$ cat src/rtl/mul_dispatch.sv
// mul_dispatch: queues multiply requests and issues them one at a time to a multi-cycle
// multiply unit, then holds the result for writeback. Watchdog: define MUL_DISPATCH_TIMEOUT_EN.
module mul_dispatch #(
  parameter int DEPTH   = 2,
  parameter int TIMEOUT = 15
) (
  input  logic        clk,
  input  logic        rst,
  input  logic        req_valid,
  output logic        req_ready,
  input  logic [31:0] req_a,
  input  logic [31:0] req_b,
  input  logic [4:0]  req_rd,
  output logic        fu_en,
  output logic [31:0] fu_a,
  output logic [31:0] fu_b,
  input  logic [31:0] fu_res,
  input  logic        fu_finish,
  output logic        wb_valid,
  input  logic        wb_ready,
  output logic [4:0]  wb_rd,
  output logic [31:0] wb_data,
  output logic        busy
`ifdef MUL_DISPATCH_TIMEOUT_EN
  ,
  output logic        timeout_err
`endif
);

  localparam int PW = $clog2(DEPTH);

  typedef enum logic [1:0] {IDLE, ISSUE, WAIT, WB} state_t;

  typedef struct packed {
    logic [31:0] a;
    logic [31:0] b;
    logic [4:0]  rd;
  } req_t;

  if (DEPTH < 2 || (DEPTH & (DEPTH - 1)) != 0 || TIMEOUT < 1) begin : g_bad_param
    $error("mul_dispatch: DEPTH must be a power of two >= 2 and TIMEOUT >= 1");
  end

  req_t          mem [DEPTH];
  logic [PW-1:0] wr_ptr;
  logic [PW-1:0] rd_ptr;
  logic [PW:0]   count;
  logic          push;
  logic          pop;
  logic          expire;
  logic [4:0]    op_rd;
  state_t        state;
  state_t        state_next;

  assign req_ready = (count != (PW+1)'(DEPTH));
  assign push      = req_valid && req_ready;
  assign pop       = (state == IDLE) && (count != '0);

  // NOTE: storage array is deliberately not reset; count/pointers alone define validity.
  always_ff @(posedge clk) begin
    if (push) mem[wr_ptr] <= '{a: req_a, b: req_b, rd: req_rd};
  end

  always_ff @(posedge clk) begin
    if (rst) begin
      wr_ptr <= '0;
      rd_ptr <= '0;
      count  <= '0;
    end else begin
      if (push) wr_ptr <= wr_ptr + PW'(1);
      if (pop)  rd_ptr <= rd_ptr + PW'(1);
      case ({push, pop})
        2'b10:   count <= count + (PW+1)'(1);
        2'b01:   count <= count - (PW+1)'(1);
        default: count <= count;
      endcase
    end
  end

  // NOTE: sequential state uses non-blocking assignments so every flop samples pre-edge values.
  always_ff @(posedge clk) begin
    if (rst) state <= IDLE;
    else     state <= state_next;
  end

  // NOTE: default assigned first so no path leaves state_next unassigned (no latch).
  always_comb begin
    state_next = state;
    case (state)
      IDLE:  if (count != '0) state_next = ISSUE;
      ISSUE: state_next = WAIT;
      WAIT: begin
        if (fu_finish)   state_next = (op_rd == 5'd0) ? IDLE : WB;
        else if (expire) state_next = IDLE;
      end
      WB:      if (wb_ready) state_next = IDLE;
      default: state_next = IDLE;
    endcase
  end

  // Operands are latched as the head is popped, so they hold from ISSUE to the next ISSUE.
  always_ff @(posedge clk) begin
    if (rst) begin
      fu_a    <= '0;
      fu_b    <= '0;
      op_rd   <= '0;
      wb_data <= '0;
    end else begin
      if (pop) begin
        fu_a  <= mem[rd_ptr].a;
        fu_b  <= mem[rd_ptr].b;
        op_rd <= mem[rd_ptr].rd;
      end
      if (state == WAIT && fu_finish) wb_data <= fu_res;
    end
  end

`ifdef MUL_DISPATCH_TIMEOUT_EN
  localparam int CW = $clog2(TIMEOUT + 1);

  logic [CW-1:0] wait_cnt;

  // wait_cnt holds the number of WAIT cycles already completed; fire on the TIMEOUT-th.
  assign expire = (state == WAIT) && (wait_cnt == CW'(TIMEOUT - 1));

  always_ff @(posedge clk) begin
    if (rst) begin
      wait_cnt    <= '0;
      timeout_err <= 1'b0;
    end else begin
      if (state == ISSUE)     wait_cnt <= '0;
      else if (state == WAIT) wait_cnt <= wait_cnt + CW'(1);
      if (expire && !fu_finish) timeout_err <= 1'b1;
    end
  end
`else
  assign expire = 1'b0;
`endif

  assign fu_en    = (state == ISSUE);
  assign wb_valid = (state == WB);
  assign wb_rd    = op_rd;
  assign busy     = (count != '0) || (state != IDLE);

endmodule
$ cat config.mk
export PLATFORM = sky130hd
export DESIGN_NAME = mul_dispatch
export DESIGN_NICKNAME = d
export VERILOG_FILES = /design/src/rtl/mul_dispatch.sv
export SDC_FILE = /design/constraint.sdc
export NUM_CORES = 1
export LEC_CHECK = 0
export ABC_CLOCK_PERIOD_IN_PS = 3200
export CAP_MARGIN = 40
export CORE_MARGIN = 2
export CORE_UTILIZATION = 25
export DETAILED_ROUTE_END_ITERATION = 7
export DONT_BUFFER_PORTS = 1
export SYNTH_ARGS = -nofsm -noshare
export SYNTH_HDL_FRONTEND = slang
export SYNTH_SLANG_ARGS = --single-unit
$ cat constraint.sdc
create_clock -name clk -period 3.2 [get_ports clk]
set_input_delay 0.64 -clock clk [delete_from_list [all_inputs] [get_ports clk]]
set_output_delay 0.64 -clock clk [all_outputs]
set_load 0.05 [all_outputs]
# After elaboration in Yosys (flattened, before gate mapping)
# Memories as Yosys holds them, arrays and structs flattened. A register that Yosys moved wholly into a read port is not among the register bits.
# Cells that the tools add are included.
# totals
reg_bits	38
mem_bits_rw	138
in_bits	106
memories	1
# mem_list
name	words	width	read_ports	rd_clocked_by_memory_dff	write_ports	line_no	rtl
mem	2	69	1	1	1	44	req_t mem [DEPTH];
# op_classes
n_addsub	4
n_eq_ne	9
n_mux	8
n_reduce_logical	10
# op_table
op	count
2-bit two-way mux	4
2-bit case mux with 4 select lines	1
2-bit equality test, second input constant	3
2-bit nonzero test	3
5-bit logical NOT	1
2-bit by 1-bit equality test with 1-bit output, second input constant	2
2-bit by 1-bit != test with 1-bit output, second input constant	2
2-bit != test, second input constant	2
2-bit case mux with 2 select lines	1
1-bit logical AND	3
3-bit AND reduction	1
1-bit adder, second input constant	2
2-bit by 1-bit adder with 2-bit output, second input constant	1
2-bit logical NOT	1
1-bit two-way mux	2
2-bit by 1-bit subtractor with 2-bit output, second input constant	1
1-bit logical OR	1

# Depth between registers and ports, before layout
# logic_depth
depth_word	4
mapped_depth	9
depth_no_buf	7

# Worst setup path before layout
# OpenSTA, ideal clock, no wires.
# synth_timing
kind	register to register
start	reg count[0]
end	mem mem[1][0] in the netlist's numbering (enable)
t_arrival_ps	2666
required_time_ps	2765
setup_slack_ps	99
path_stages_with_launch	3
n_path_buf	0
synth_period_minus_slack_ps	3101
path_cell_list	dfxtp_1 > nand2b_1 > and3_1
# synth_between
elab_chain_cells	4
# synth_rtl
element	line_no	rtl
start, declared	47	logic [PW:0] count;
start signal, assigned	73	2'b10: count <= count + (PW+1)'(1);
start signal, assigned	74	2'b01: count <= count - (PW+1)'(1);
start signal, assigned	75	default: count <= count;
2-bit != test	55	assign req_ready = (count != (PW+1)'(DEPTH));
net req_ready	10	output logic req_ready,
1-bit logical AND	56	assign push = req_valid && req_ready;
1-bit two-way mux	61	if (push) mem[wr_ptr] <= '{a: req_a, b: req_b, rd: req_rd};
1-bit two-way mux (implied by the code)	61	
end, declared	44	
# The timed path passes the listed nets, and every way through them passes these cells.

# Final worst setup path
# layout_timing
start	reg state[1]
end	out busy
# layout_between
elab_chain_cells	2
# layout_rtl
element	line_no	rtl
start, declared	52	state_t state;
start signal, assigned	83	else state <= state_next;
2-bit nonzero test	143	assign busy = (count != '0) || (state != IDLE);
1-bit logical OR	143	
end, declared	23	output logic busy
# Every way passes these cells.

==> summary.txt <==
Clocking
  • Clk pin slew, worst setup/hold paths: 60 ps
  • CTS Buf Count: 29
  • Clock Path Buffers: 3
  • Clock sink total: 245
  • Post-CTS Hold Fix Bufs: 0
  • Clk root buf: clkbuf_16
  • CTS tree: yes
  • Worst-skew pair later-pin latency: 560 ps
  • Post-CTS Setup Bufs: 0
  • Htree depth: 1
  • Post-CTS Resized: 0

Logic synthesis
  • Synthesized instance count: 635
  • Synth area leader: edfxtp_1
  • Register area share after synthesis: 68.5%
  • YS warnings: 0
  • Top_reg_cell synth: edfxtp_1
  • Mapped cell area: 9170 um^2
  • Distinct cell type count after synthesis: 35
  • Share of the synthesized area in the top cell type: 45.2%
  • Post-Syn Nets: 742
  • Ys async rst share: 0%
  • Syn Area/Cell: 14.4 um^2
  • Post-synth EDFFs: 138
  • Largest cells by area after synthesis: edfxtp_1 45%, dfxtp_1 23%, a211oi_2 9.4%, mux2i_1 7.5%, a21oi_1 5.2%
  • Seq cells post-synth: 245

Worst setup path
  • R2R setup slack: 1180 ps
  • Worst R2R End: mem[0][49]$_DFFE_PP_
  • Worst Reg-to-Reg Cells: 5
  • Worst setup SP type: flop
  • Worst-path cell chain: nor2_4 > nand2_1
  • CP Class: flop to output port
  • Worst path slowest cell: nand2_1
  • CP required: 2560 ps
  • Reg-to-reg critical path startpoint: count[0]$_SDFFE_PP0P_
  • Crit-path max cell delay: 430 ps
  • Critical path buffer and inverter count: 0
  • CP arrival: 1750 ps
  • CP endpoint kind: output port
  • Highest fanout seen on the critical path: 12
  • Delay-heaviest family, CP: simple AND/OR/NAND/NOR gates

Power
  • Logic pwr share: 25.2%
  • Switching power: 5.65 mW
  • Power share of the sequential group: 48.8%
  • VDD IR-drop max: 579 uV
  • Sw Share: 43.3%
  • Internal power: 7.39 mW
  • Pwr per Cell Area: 1230 nW/um^2
  • Leak pwr: 3.34 nW
  • Power Total: 13.0 mW
  • Power share of the clock group: 26.0%

Drt
  • Final ANT Viol Nets: 0
  • Vias per inst: 4.49
  • Vias: 5055
  • WL/cell: 19.7 um
  • Remaining DRCs: 0
  • Drt first pass iters: 4
  • Drt total wl: 22100 um
  • DR iter-0 viols: 101

Floorplanning
  • Die Span Y: 196 um
  • Top-level I/O count: 211
  • Total core area: 36300 um^2
  • # rows: 70
  • Initial core utilization: 25.2%
  • Die X: 196 um
  • Die area: 38200 um^2

STA
  • Clock Skew: 15.1 ps
  • Slew margin rel.: 50.7%
  • Total Neg Setup Slack: 0 ps
  • Final setup vio count: 0
  • Final Cycle Share: 74.5%
  • Crit path time final: 2390 ps
  • Hold Fails Final Rpt: 0
  • RSZ-0062 raised after global routing: false
  • Max Freq: 0.419 GHz
  • Worst-margin pin slew: 740 ps
  • Pins Over Slew Limit: 0

Global route
  • First-pass GRT wire length: 32900 um
  • Pin count of the biggest net entering global routing: 108
  • Initial antenna violation count: 1
  • Vias in the first global route: 5319
  • Gr usage total: 11.3%
  • Final global-route overflow total: 0

Hold path
  • Hold Path Class: input port to flop
  • Worst Min Path Start: rst
  • Hold Path Stages: 1
  • WHS Endpoint: fu_b[19]$_SDFFE_PP0P_

Final layout
  • Area delta synth->final: 15.8%
  • Final net count: 739
  • Final instance area: 10600 um^2
  • Layout cells sized above 1: 22.9%
  • Util after Layout: 29.2%

Place
  • Post-DP HPWL: 13400 um
  • Dpl cell area: 9620 um^2
  • RD Place Congestion: 0.674
  • # port buffers: 0

Run
  • Max-Cap Viols: 0

Run status
  • Status: finished, final reports clean
## flip-flops by register name, indices dropped and copies added (netlist names)
signal	flops
mem	138
fu_a	32
fu_b	32
wb_data	32
wb_rd	5
count	2
state	2
rd_ptr	1
wr_ptr	1
## through the flow
step / hold slack, ps / setup WS [ps] / cells
finish: 156 / 815 / 1125
CTS: 111 / 741 / 1123
global route: 114 / 693 / 1123
global placement: 503 / 1100 / 1068
detailed placement: 519 / 1100 / 1069
floorplan: 480 / 99.5 / 635
## synth_stat cells (2+ instances only)
master and n:
a211oi_2 69, a21oi_1 95, a21oi_2 10, buf_2 29, buf_4 2, buf_6 8
clkbuf_1 10, dfxtp_1 107, edfxtp_1 138, inv_1 2, mux2i_1 69, nand2_1 66
nand2b_1 2, nand3b_1 2, nor2_1 3, o21ai_0 3, or3_1 2
## worst register-to-register path, delay by kind of cell, from the launching register on
kind,cells,cell delay [ps]
buf+inv,3,1060
flops,1,350
simple gates,2,330
## area by class of cell
type,count,area [um^2]
clock inverter,16,204
antenna,2,5.00
fill,3622,25700
sequential,245,6290
inverter,3,15.0
multi-input combinational,337,2570
clock buffer,38,790
tap,468,586
timing repair buffer,16,158
## power groups by stage
stage	sequential (mW)	combinational [mW]	clock, mW
6_report	6.36	3.29	3.39
5_1_grt	6.46	3.65	3.63
4_1_cts	6.39	3.38	3.50
3_5_place_dp	6.45	3.36	0
3_3_place_gp	6.44	3.28	0
2_1_floorplan	6.12	2.90	0
## cells in the final DEF, fill, tap and decap left out, types with 2 or more instances in the layout
master       n
a211oi_2    69
or3_1        2
inv_6        4
nand2_1     66
a21oi_2     10
buf_12       3
clkinv_2     5
dfxtp_1    106
buf_4       13
a21oi_1     95
mux2i_1     69
nand3b_1     2
bufinv_16    4
nor2_1       3
clkbuf_1     6
edfxtp_1   138
clkbuf_8     3
nand2b_1     2
clkinv_4     2
o21ai_0      3
diode_2      2
clkbuf_16   29
## metal layers
metal / GRT usage (%) / vias to the layer above / routed length (um)
li1: - / 2373 / -
met1: 13.0 / 2482 / 8940
met2: 18.6 / 160 / 10300
met3: 5.35 / 40 / 2320
met4: 3.85 / 0 / 538
met5: 0 / - / 0
## kinds of logic (layout without fill, tap and decap cells)
logic type      after synthesis  in the layout  share of synthesized area (%)
compound gates              180            180                           16.0
xor+xnor                      2              2                          0.191
simple gates                 85             85                           4.11
mux                          69             69                           7.53
other cells                   0              2                              0
fa+ha+maj                     1              1                          0.136
flops                       245            245                           68.5
buf+inv                      53             73                           3.51
## worst max path at each step
stage                                     start  slack, ps  depth (start not counted)                   end
after floorplan           count[0]$_SDFFE_PP0P_        100                          2   mem[1][0]$_DFFE_PP_
after global placement    count[0]$_SDFFE_PP0P_       1100                          5   mem[0][5]$_DFFE_PP_
after detailed placement  count[0]$_SDFFE_PP0P_       1100                          5  mem[0][59]$_DFFE_PP_
after CTS                 state[1]$_SDFFE_PP0P_        740                          2                  busy
after global routing      state[1]$_SDFFE_PP0P_        690                          2                  busy
final                     state[1]$_SDFFE_PP0P_        810                          2                  busy
Power figures use the tool's default switching activity.
